==> config.mk <==
export PLATFORM = sky130hd
export DESIGN_NAME = ncl_test_fn_flat
export DESIGN_NICKNAME = d
export VERILOG_FILES = /design/src/rtl/ncl_test_fn_if.sv /design/src/rtl/ncl_test_fn.sv /design/src/flat_wrapper.sv
export SDC_FILE = /design/constraint.sdc
export NUM_CORES = 1
export LEC_CHECK = 0
export ABC_AREA = 1
export CORE_MARGIN = 2
export CORE_UTILIZATION = 45
export CTS_CLUSTER_DIAMETER = 120
export DETAILED_ROUTE_END_ITERATION = 10
export GPL_ROUTABILITY_DRIVEN = 0
export PLACE_DENSITY = 0.73
export SYNTH_ARGS = -nofsm -noshare
export SYNTH_HDL_FRONTEND = slang
export SYNTH_SLANG_ARGS = --single-unit
==> constraint.sdc <==
create_clock -name clk -period 2.69 [get_ports clk]
set_input_delay 0.538 -clock clk [delete_from_list [all_inputs] [get_ports clk]]
set_output_delay 0.538 -clock clk [all_outputs]
set_load 0.05 [all_outputs]
==> src/rtl/ncl_test_fn_if.sv <==
// Dual-rail bundle for the ncl_test_fn block: four rail-pair inputs,
// one rail-pair result, plus acknowledge and sticky error.
interface ncl_test_fn_if;
  logic a_t_unused_guard;
  logic A_t, A_f;
  logic B_t, B_f;
  logic C_t, C_f;
  logic D_t, D_f;
  logic Q_t, Q_f;
  logic ko;
  logic err;

  // Producer/consumer side: drives the operand rails, observes result and handshake.
  modport master (
    output A_t, A_f, B_t, B_f, C_t, C_f, D_t, D_f,
    input  Q_t, Q_f, ko, err
  );

  // Function block side.
  modport slave (
    input  A_t, A_f, B_t, B_f, C_t, C_f, D_t, D_f,
    output Q_t, Q_f, ko, err
  );
endinterface

==> src/rtl/ncl_test_fn.sv <==
// Synchronous dual-rail (NCL-style) evaluator of Q = A | (B ^ (C & D)).
// Inputs are sampled, checked for complete DATA/NULL wavefronts, and Q/ko move only on complete sets.
module ncl_test_fn (
  input  logic           clk,
  input  logic           rst_n,
  ncl_test_fn_if.slave   bus
);

  typedef enum logic {
    WAIT_DATA = 1'b0,
    WAIT_NULL = 1'b1
  } state_t;

  // Rail order, MSB first: {A_t, A_f, B_t, B_f, C_t, C_f, D_t, D_f}.
  logic [7:0] in_r;

  logic [3:0] pair_null;
  logic [3:0] pair_data;
  logic [3:0] pair_illegal;
  logic [3:0] rail_t;
  logic       all_data;
  logic       all_null;
  logic       any_illegal;
  logic       fn_q;

  state_t state_q, state_d;
  logic   q_t_q, q_f_q, ko_q, err_q;
  logic   q_t_d, q_f_d, ko_d, err_d;

  // NOTE: sequential state is updated with non-blocking assignments so every
  // register samples pre-edge values; combinational blocks use blocking ones.
  always_ff @(posedge clk or negedge rst_n) begin
    if (!rst_n) begin
      in_r <= '0;
    end else begin
      in_r <= {bus.A_t, bus.A_f, bus.B_t, bus.B_f,
               bus.C_t, bus.C_f, bus.D_t, bus.D_f};
    end
  end

  // Pair index 3 is A (the MSB of the function index), index 0 is D.
  always_comb begin
    pair_null    = '0;
    pair_data    = '0;
    pair_illegal = '0;
    rail_t       = '0;
    for (int i = 0; i < 4; i++) begin
      pair_null[i]    = ~in_r[2*i+1] & ~in_r[2*i];
      pair_data[i]    =  in_r[2*i+1] ^  in_r[2*i];
      pair_illegal[i] =  in_r[2*i+1] &  in_r[2*i];
      rail_t[i]       =  in_r[2*i+1];
    end
  end

  assign all_data    = &pair_data;
  assign all_null    = &pair_null;
  assign any_illegal = |pair_illegal;
  // Only meaningful when all_data holds; the true rail is then the logical value.
  assign fn_q        = rail_t[3] | (rail_t[2] ^ (rail_t[1] & rail_t[0]));

  // State and output registers: reset aborts any wavefront and returns Q to NULL at once.
  always_ff @(posedge clk or negedge rst_n) begin
    if (!rst_n) begin
      state_q <= WAIT_DATA;
      q_t_q   <= 1'b0;
      q_f_q   <= 1'b0;
      ko_q    <= 1'b1;
      err_q   <= 1'b0;
    end else begin
      state_q <= state_d;
      q_t_q   <= q_t_d;
      q_f_q   <= q_f_d;
      ko_q    <= ko_d;
      err_q   <= err_d;
    end
  end

  // NOTE: every combinational output is given a default before any branch,
  // so no path leaves it unassigned and no latch is inferred.
  always_comb begin
    state_d = state_q;
    unique case (state_q)
      WAIT_DATA: if (all_data) state_d = WAIT_NULL;
      WAIT_NULL: if (all_null) state_d = WAIT_DATA;
      default:   state_d = WAIT_DATA;
    endcase
  end

  // Partial or illegal wavefronts fall through to the hold defaults.
  always_comb begin
    q_t_d = q_t_q;
    q_f_d = q_f_q;
    ko_d  = ko_q;
    err_d = err_q | any_illegal;
    unique case (state_q)
      WAIT_DATA: begin
        if (all_data) begin
          q_t_d = fn_q;
          q_f_d = ~fn_q;
          ko_d  = 1'b0;
        end
      end
      WAIT_NULL: begin
        if (all_null) begin
          q_t_d = 1'b0;
          q_f_d = 1'b0;
          ko_d  = 1'b1;
        end
      end
      default: begin
        q_t_d = 1'b0;
        q_f_d = 1'b0;
        ko_d  = 1'b1;
      end
    endcase
  end

  assign bus.Q_t = q_t_q;
  assign bus.Q_f = q_f_q;
  assign bus.ko  = ko_q;
  assign bus.err = err_q;

endmodule

==> src/flat_wrapper.sv <==
// flat-port wrapper written by rule: the top's interface ports become plain ports
module ncl_test_fn_flat 
  (clk, rst_n, bus_A_t, bus_A_f, bus_B_t, bus_B_f, bus_C_t, bus_C_f, bus_D_t, bus_D_f, bus_Q_t, bus_Q_f, bus_ko, bus_err);
  ncl_test_fn_if bus_i ();
  input  logic clk;
  input  logic rst_n;
  input wire logic [$bits(bus_i.A_t)-1:0] bus_A_t;
  input wire logic [$bits(bus_i.A_f)-1:0] bus_A_f;
  input wire logic [$bits(bus_i.B_t)-1:0] bus_B_t;
  input wire logic [$bits(bus_i.B_f)-1:0] bus_B_f;
  input wire logic [$bits(bus_i.C_t)-1:0] bus_C_t;
  input wire logic [$bits(bus_i.C_f)-1:0] bus_C_f;
  input wire logic [$bits(bus_i.D_t)-1:0] bus_D_t;
  input wire logic [$bits(bus_i.D_f)-1:0] bus_D_f;
  output wire logic [$bits(bus_i.Q_t)-1:0] bus_Q_t;
  output wire logic [$bits(bus_i.Q_f)-1:0] bus_Q_f;
  output wire logic [$bits(bus_i.ko)-1:0] bus_ko;
  output wire logic [$bits(bus_i.err)-1:0] bus_err;
  assign bus_i.A_t = bus_A_t;
  assign bus_i.A_f = bus_A_f;
  assign bus_i.B_t = bus_B_t;
  assign bus_i.B_f = bus_B_f;
  assign bus_i.C_t = bus_C_t;
  assign bus_i.C_f = bus_C_f;
  assign bus_i.D_t = bus_D_t;
  assign bus_i.D_f = bus_D_f;
  assign bus_Q_t = bus_i.Q_t;
  assign bus_Q_f = bus_i.Q_f;
  assign bus_ko = bus_i.ko;
  assign bus_err = bus_i.err;
  ncl_test_fn u_core (.clk(clk), .rst_n(rst_n), .bus(bus_i));
endmodule
Yosys cells after proc, flatten, opt, wreduce, memory -nomap -nowiden
Cells that the tools add are included.
{"block": "word_totals", "regBits": 13, "in_bits": 10}
{"block": "op_classes", "n_mux": 11, "bitwise": 26, "eq_ne": 2, "n_reduce_logical": 4}
{"cell": "inverter 1 bit", "count": 10}
{"cell": "bitwise AND 1 bit", "count": 9}
{"cell": "case mux 1 bit (2 select lines)", "count": 4}
{"cell": "AND reduction 4 bit", "count": 2}
{"cell": "2-to-1 mux 1 bit", "count": 7}
{"cell": "bitwise XOR 1 bit", "count": 5}
{"cell": "!= test 2 x 1 -> 1 bit (second input constant)", "count": 2}
{"cell": "OR reduction 4 bit", "count": 1}
{"cell": "OR 1 bit", "count": 2}
{"cell": "AND reduction 2 bit", "count": 1}

Longest topological paths before layout
Gate-level depths: netlist (run 1).
{"block": "logic_depth", "depth_word": 6, "depth_mapped": 7}

Worst setup path before layout (run 1)
Ideal clock, no wire load.
{"block": "synth_timing", "kind": "register to output", "startpoint": "reg u_core.ko_q (netlist: u_core.bus.ko)", "endpoint": "out bus_ko", "path_buffers": 0, "slack_ns": 1.488, "arrival_time_ns": 0.664, "stages_incl_launch_ff": 1, "path_cell_list": "dfstp_2"}
{"element": "start: declaration", "line_no": "ncl_test_fn.sv:27", "text": "logic q_t_q, q_f_q, ko_q, err_q;"}
{"element": "start signal: assignment", "line_no": "ncl_test_fn.sv:73", "text": "ko_q <= ko_d;"}
{"element": "end: declaration", "line_no": "flat_wrapper.sv:17", "text": "output wire logic [$bits(bus_i.ko)-1:0] bus_ko;"}
No word-level cell between the ends.

Worst setup path in the final report (run 1)
{"block": "layout_timing", "startpoint": "reg u_core.ko_q (netlist: u_core.bus.ko)", "endpoint": "out bus_ko"}
No word-level cell between the ends.

==> metrics.txt, run 1 <==
status finished, final reports clean; Worst-path clk slew 0.08 ns; Net Sw Frac 34.0%; ranking of synthesized cells by area dfrtp_1 (50%), ha_1 (17%), nand2_1 (7.6%), nand3_1 (5.0%), inv_1 (5.0%); CTS tree built; maximum single-stage delay on the critical path 0.79 ns; Synth Flop Type dfrtp_1; CP Class register to output pin; First-pass DRT Iterations 4; WP data required 2.15 ns; share of layout cells above drive strength 1 between 10% and 20%; fin. max-slew vios 0; PD cells about 670 nW/µm²; Num CTS Buffers 3; Psw 0.000177 W; Tot Pwr 0.000520 W; row cnt 13; gr usage total 16.5%; Logic pwr share 30.8%; global-route wire length before repair 1590 µm; final wirelength 987 µm; post-CTS resize count 0; R2R Setup Slk roughly 1.5 ns; Cells after DPL 87; YS warnings 0; setup TNS 0 ns; vias in the first global route 398; Clock power frac 22.3%; leakage around 0.4 nW; Final Util 60.7%; number of synthesized flops with an enable pin 0; Reg power frac 46.9%; WP data arrival 1.59 ns; Setup Skew 0.00635 ns; P&R area growth vs syn 29.4%; slowest CP cell clkdlybuf4s50_1; Post-CTS Hold Buffers 0; Mapped Cells between 50 and 60; Max Cap Viol 0; crit start category register; IO Count 14; initial antenna violation count 0; gr ovfl total 0; fraction of registers with async set/reset 100%; max frequency 469 MHz; Root Buffer clkbuf_4; initial DRC count 9; initial core utilization 46.9%; CTS H-tree depth 1; maximum VDD drop 0.319 mV; delay-heaviest family, CP buffers and inverters; Die ar. approximately 1600 µm²; Synth top area share 50.4%; vias post-DR 431; number of routed nets with antenna violations 0; worst hold margin about 0.46 ns; number of remaining DRC errors 0; Setup violations, final 0; Synthesized Nets 77; Synth Area per Inst 10.1 µm²; Synth area leader dfrtp_1; area of the core approximately 1300 µm²; CTS sink count 13; Die X 40.4 µm; Final Hold Fails 0; vias per cell 4.74; crit-path cells clkdlybuf4s50_1; WP buf/inv 1; register area share after synthesis 54.8%; CTS max path bufs 2; Final Net Count 95; worst rel slew slack between 60% and 70%; Antenna Cells 0; critical-path maximum fanout 2; period utilization 79.3%; Least-Margin Pin Slew 0.550 ns; register bit total from synthesis 13; Die Height about 40 µm; Pint 0.000343 W; CP endpoint kind output pin; Final min period 2.13 ns; RSZ-0062 raised after global routing false; top post-synthesis cells by count dfrtp_1 (12), nand2_1 (12), ha_1 (8), inv_1 (8), nand3_1 (6); worst hold path type register to register; DP HPWL 830 µm; fin cells 91; Synth Cell Area 596 µm²; post-CTS setup buffer count 0; wire per inst 10.8 µm; largest net degree at the start of global routing 14; input/output buffers 13; Cell variety after synth 14; worst-skew pair later-pin latency 0.27 ns
==> cell usage in the layout, fill, tap and decap left out <==
cell type        Yosys  routed
nor2_2               2       2
clkbuf_4             0       3
nor3_1               1       1
clkdlybuf4s50_1      0      13
o21ai_0              1       1
inv_1                8       8
inv_2                3       3
a21oi_1              1       1
dfstp_2              1       1
nand3_1              6       6
clkbuf_1             0       1
ha_1                 8       8
nand2_4              1       1
dfrtp_1             12      12
nor2_1               2       2
nand2_1             12      12
nand2_2              1       1
==> kinds of logic after synthesis <==
group	share of synthesized area, %
flip-flops	54.8
AO/OA/AOI/OAI	1.68
adder cells (fa/ha/maj)	16.8
AND/OR/NAND/NOR	19.7
buffers and inverters	6.93
==> power groups by stage <==
| stage | Sequential (W) | Combinational, W | Clock (W) |
|---|---|---|---|
| 2_1_floorplan | 0.000300 | 0.0000492 | 0 |
| 4_1_cts | 0.000244 | 0.000162 | 0.000121 |
| 3_5_place_dp | 0.000248 | 0.000162 | 0 |
| 5_1_grt | 0.000247 | 0.000173 | 0.000129 |
| 3_3_place_gp | 0.000245 | 0.000159 | 0 |
| 6_report | 0.000244 | 0.000160 | 0.000116 |
==> routing by layer <==
| layer | wire (µm) | up-vias | global-route usage (%) | part of all wire, % |
|---|---|---|---|---|
| met5 | 0 | - | 0 | 0 |
| met4 | 17 | 0 | 10.0 | 1.7 |
| met3 | 47 | 2 | 8.33 | 4.8 |
| met1 | 377 | 207 | 15.0 | 38 |
| li1 | - | 213 | - | - |
| met2 | 544 | 9 | 28.6 | 55 |
==> stage by stage <==
step,setup WS (ns),area [µm²]
2_1_floorplan,1.49,596
3_3_place_gp,0.857,744
3_5_place_dp,0.855,744
4_1_cts,0.543,771
5_1_grt,0.506,771
6_report,0.558,771
==> worst register-to-register path, cell delays in order (launching register included) <==
cell     delay [ns]
dfrtp_1        0.42
inv_2          0.05
ha_1           0.29
nand2_1        0.06
nor2_2         0.09
nand2_2        0.08
nand3_1        0.09
nand2_1        0.05
==> cell type report <==
type,count,area [µm²]
clock buffers,4,26.3
fillers,107,498
inverters,11,41.3
multi-input cells,35,228
flip-flops and latches,13,327
well taps,15,18.8
repair buffers,13,130
==> sequential cells by signal (all words and copies together) (netlist names) <==
signal / count
u_core.bus.ko: 1
u_core.state_q: 1
u_core.bus.err: 1
u_core.bus.Q_t: 1
u_core.in_r: 8
u_core.bus.Q_f: 1
==> worst paths after layout <==
path,start,endpoint,cells past startpoint
worst max-delay path,u_core.bus.ko,bus_ko,1
worst min-delay path,u_core.bus.ko,u_core.bus.ko,2
worst max register to register,u_core.in_r[5],u_core.bus.Q_f,7
max in group asynchronous,rst_n,u_core.bus.Q_f,1
worst min register to register,u_core.bus.ko,u_core.bus.ko,2
min in group asynchronous,rst_n,u_core.in_r[1],1
Note: power is estimated with default switching activity, not from simulation.
==> inputs of run 2 (changes only) <==
Clock period 2.69 ns to 2.24 ns, I/O delays scaled along.
==> results of run 2 <==
The final DEF is identical to that of run 1. Status: finished, final reports clean.
Among the figures that moved: setup slack after placement 0.855 ns -> 0.495 ns; setup slack after layout 0.558 ns -> 0.198 ns; register-to-register setup slack 1.46 ns -> 1.01 ns; total power 0.000520 W -> 0.000624 W; worst IR drop on VDD 0.319 mV -> 0.383 mV
==> inputs of run 3 (changes only) <==
Settings changed: ABC_CLOCK_PERIOD_IN_PS set to 2240.
==> results of run 3 <==
The final DEF is identical to that of run 1. Status: finished, final reports clean.
Among the figures that moved: setup slack after placement 0.855 ns -> 0.495 ns; setup slack after layout 0.558 ns -> 0.198 ns; register-to-register setup slack 1.46 ns -> 1.01 ns; total power 0.000520 W -> 0.000624 W; worst IR drop on VDD 0.319 mV -> 0.383 mV
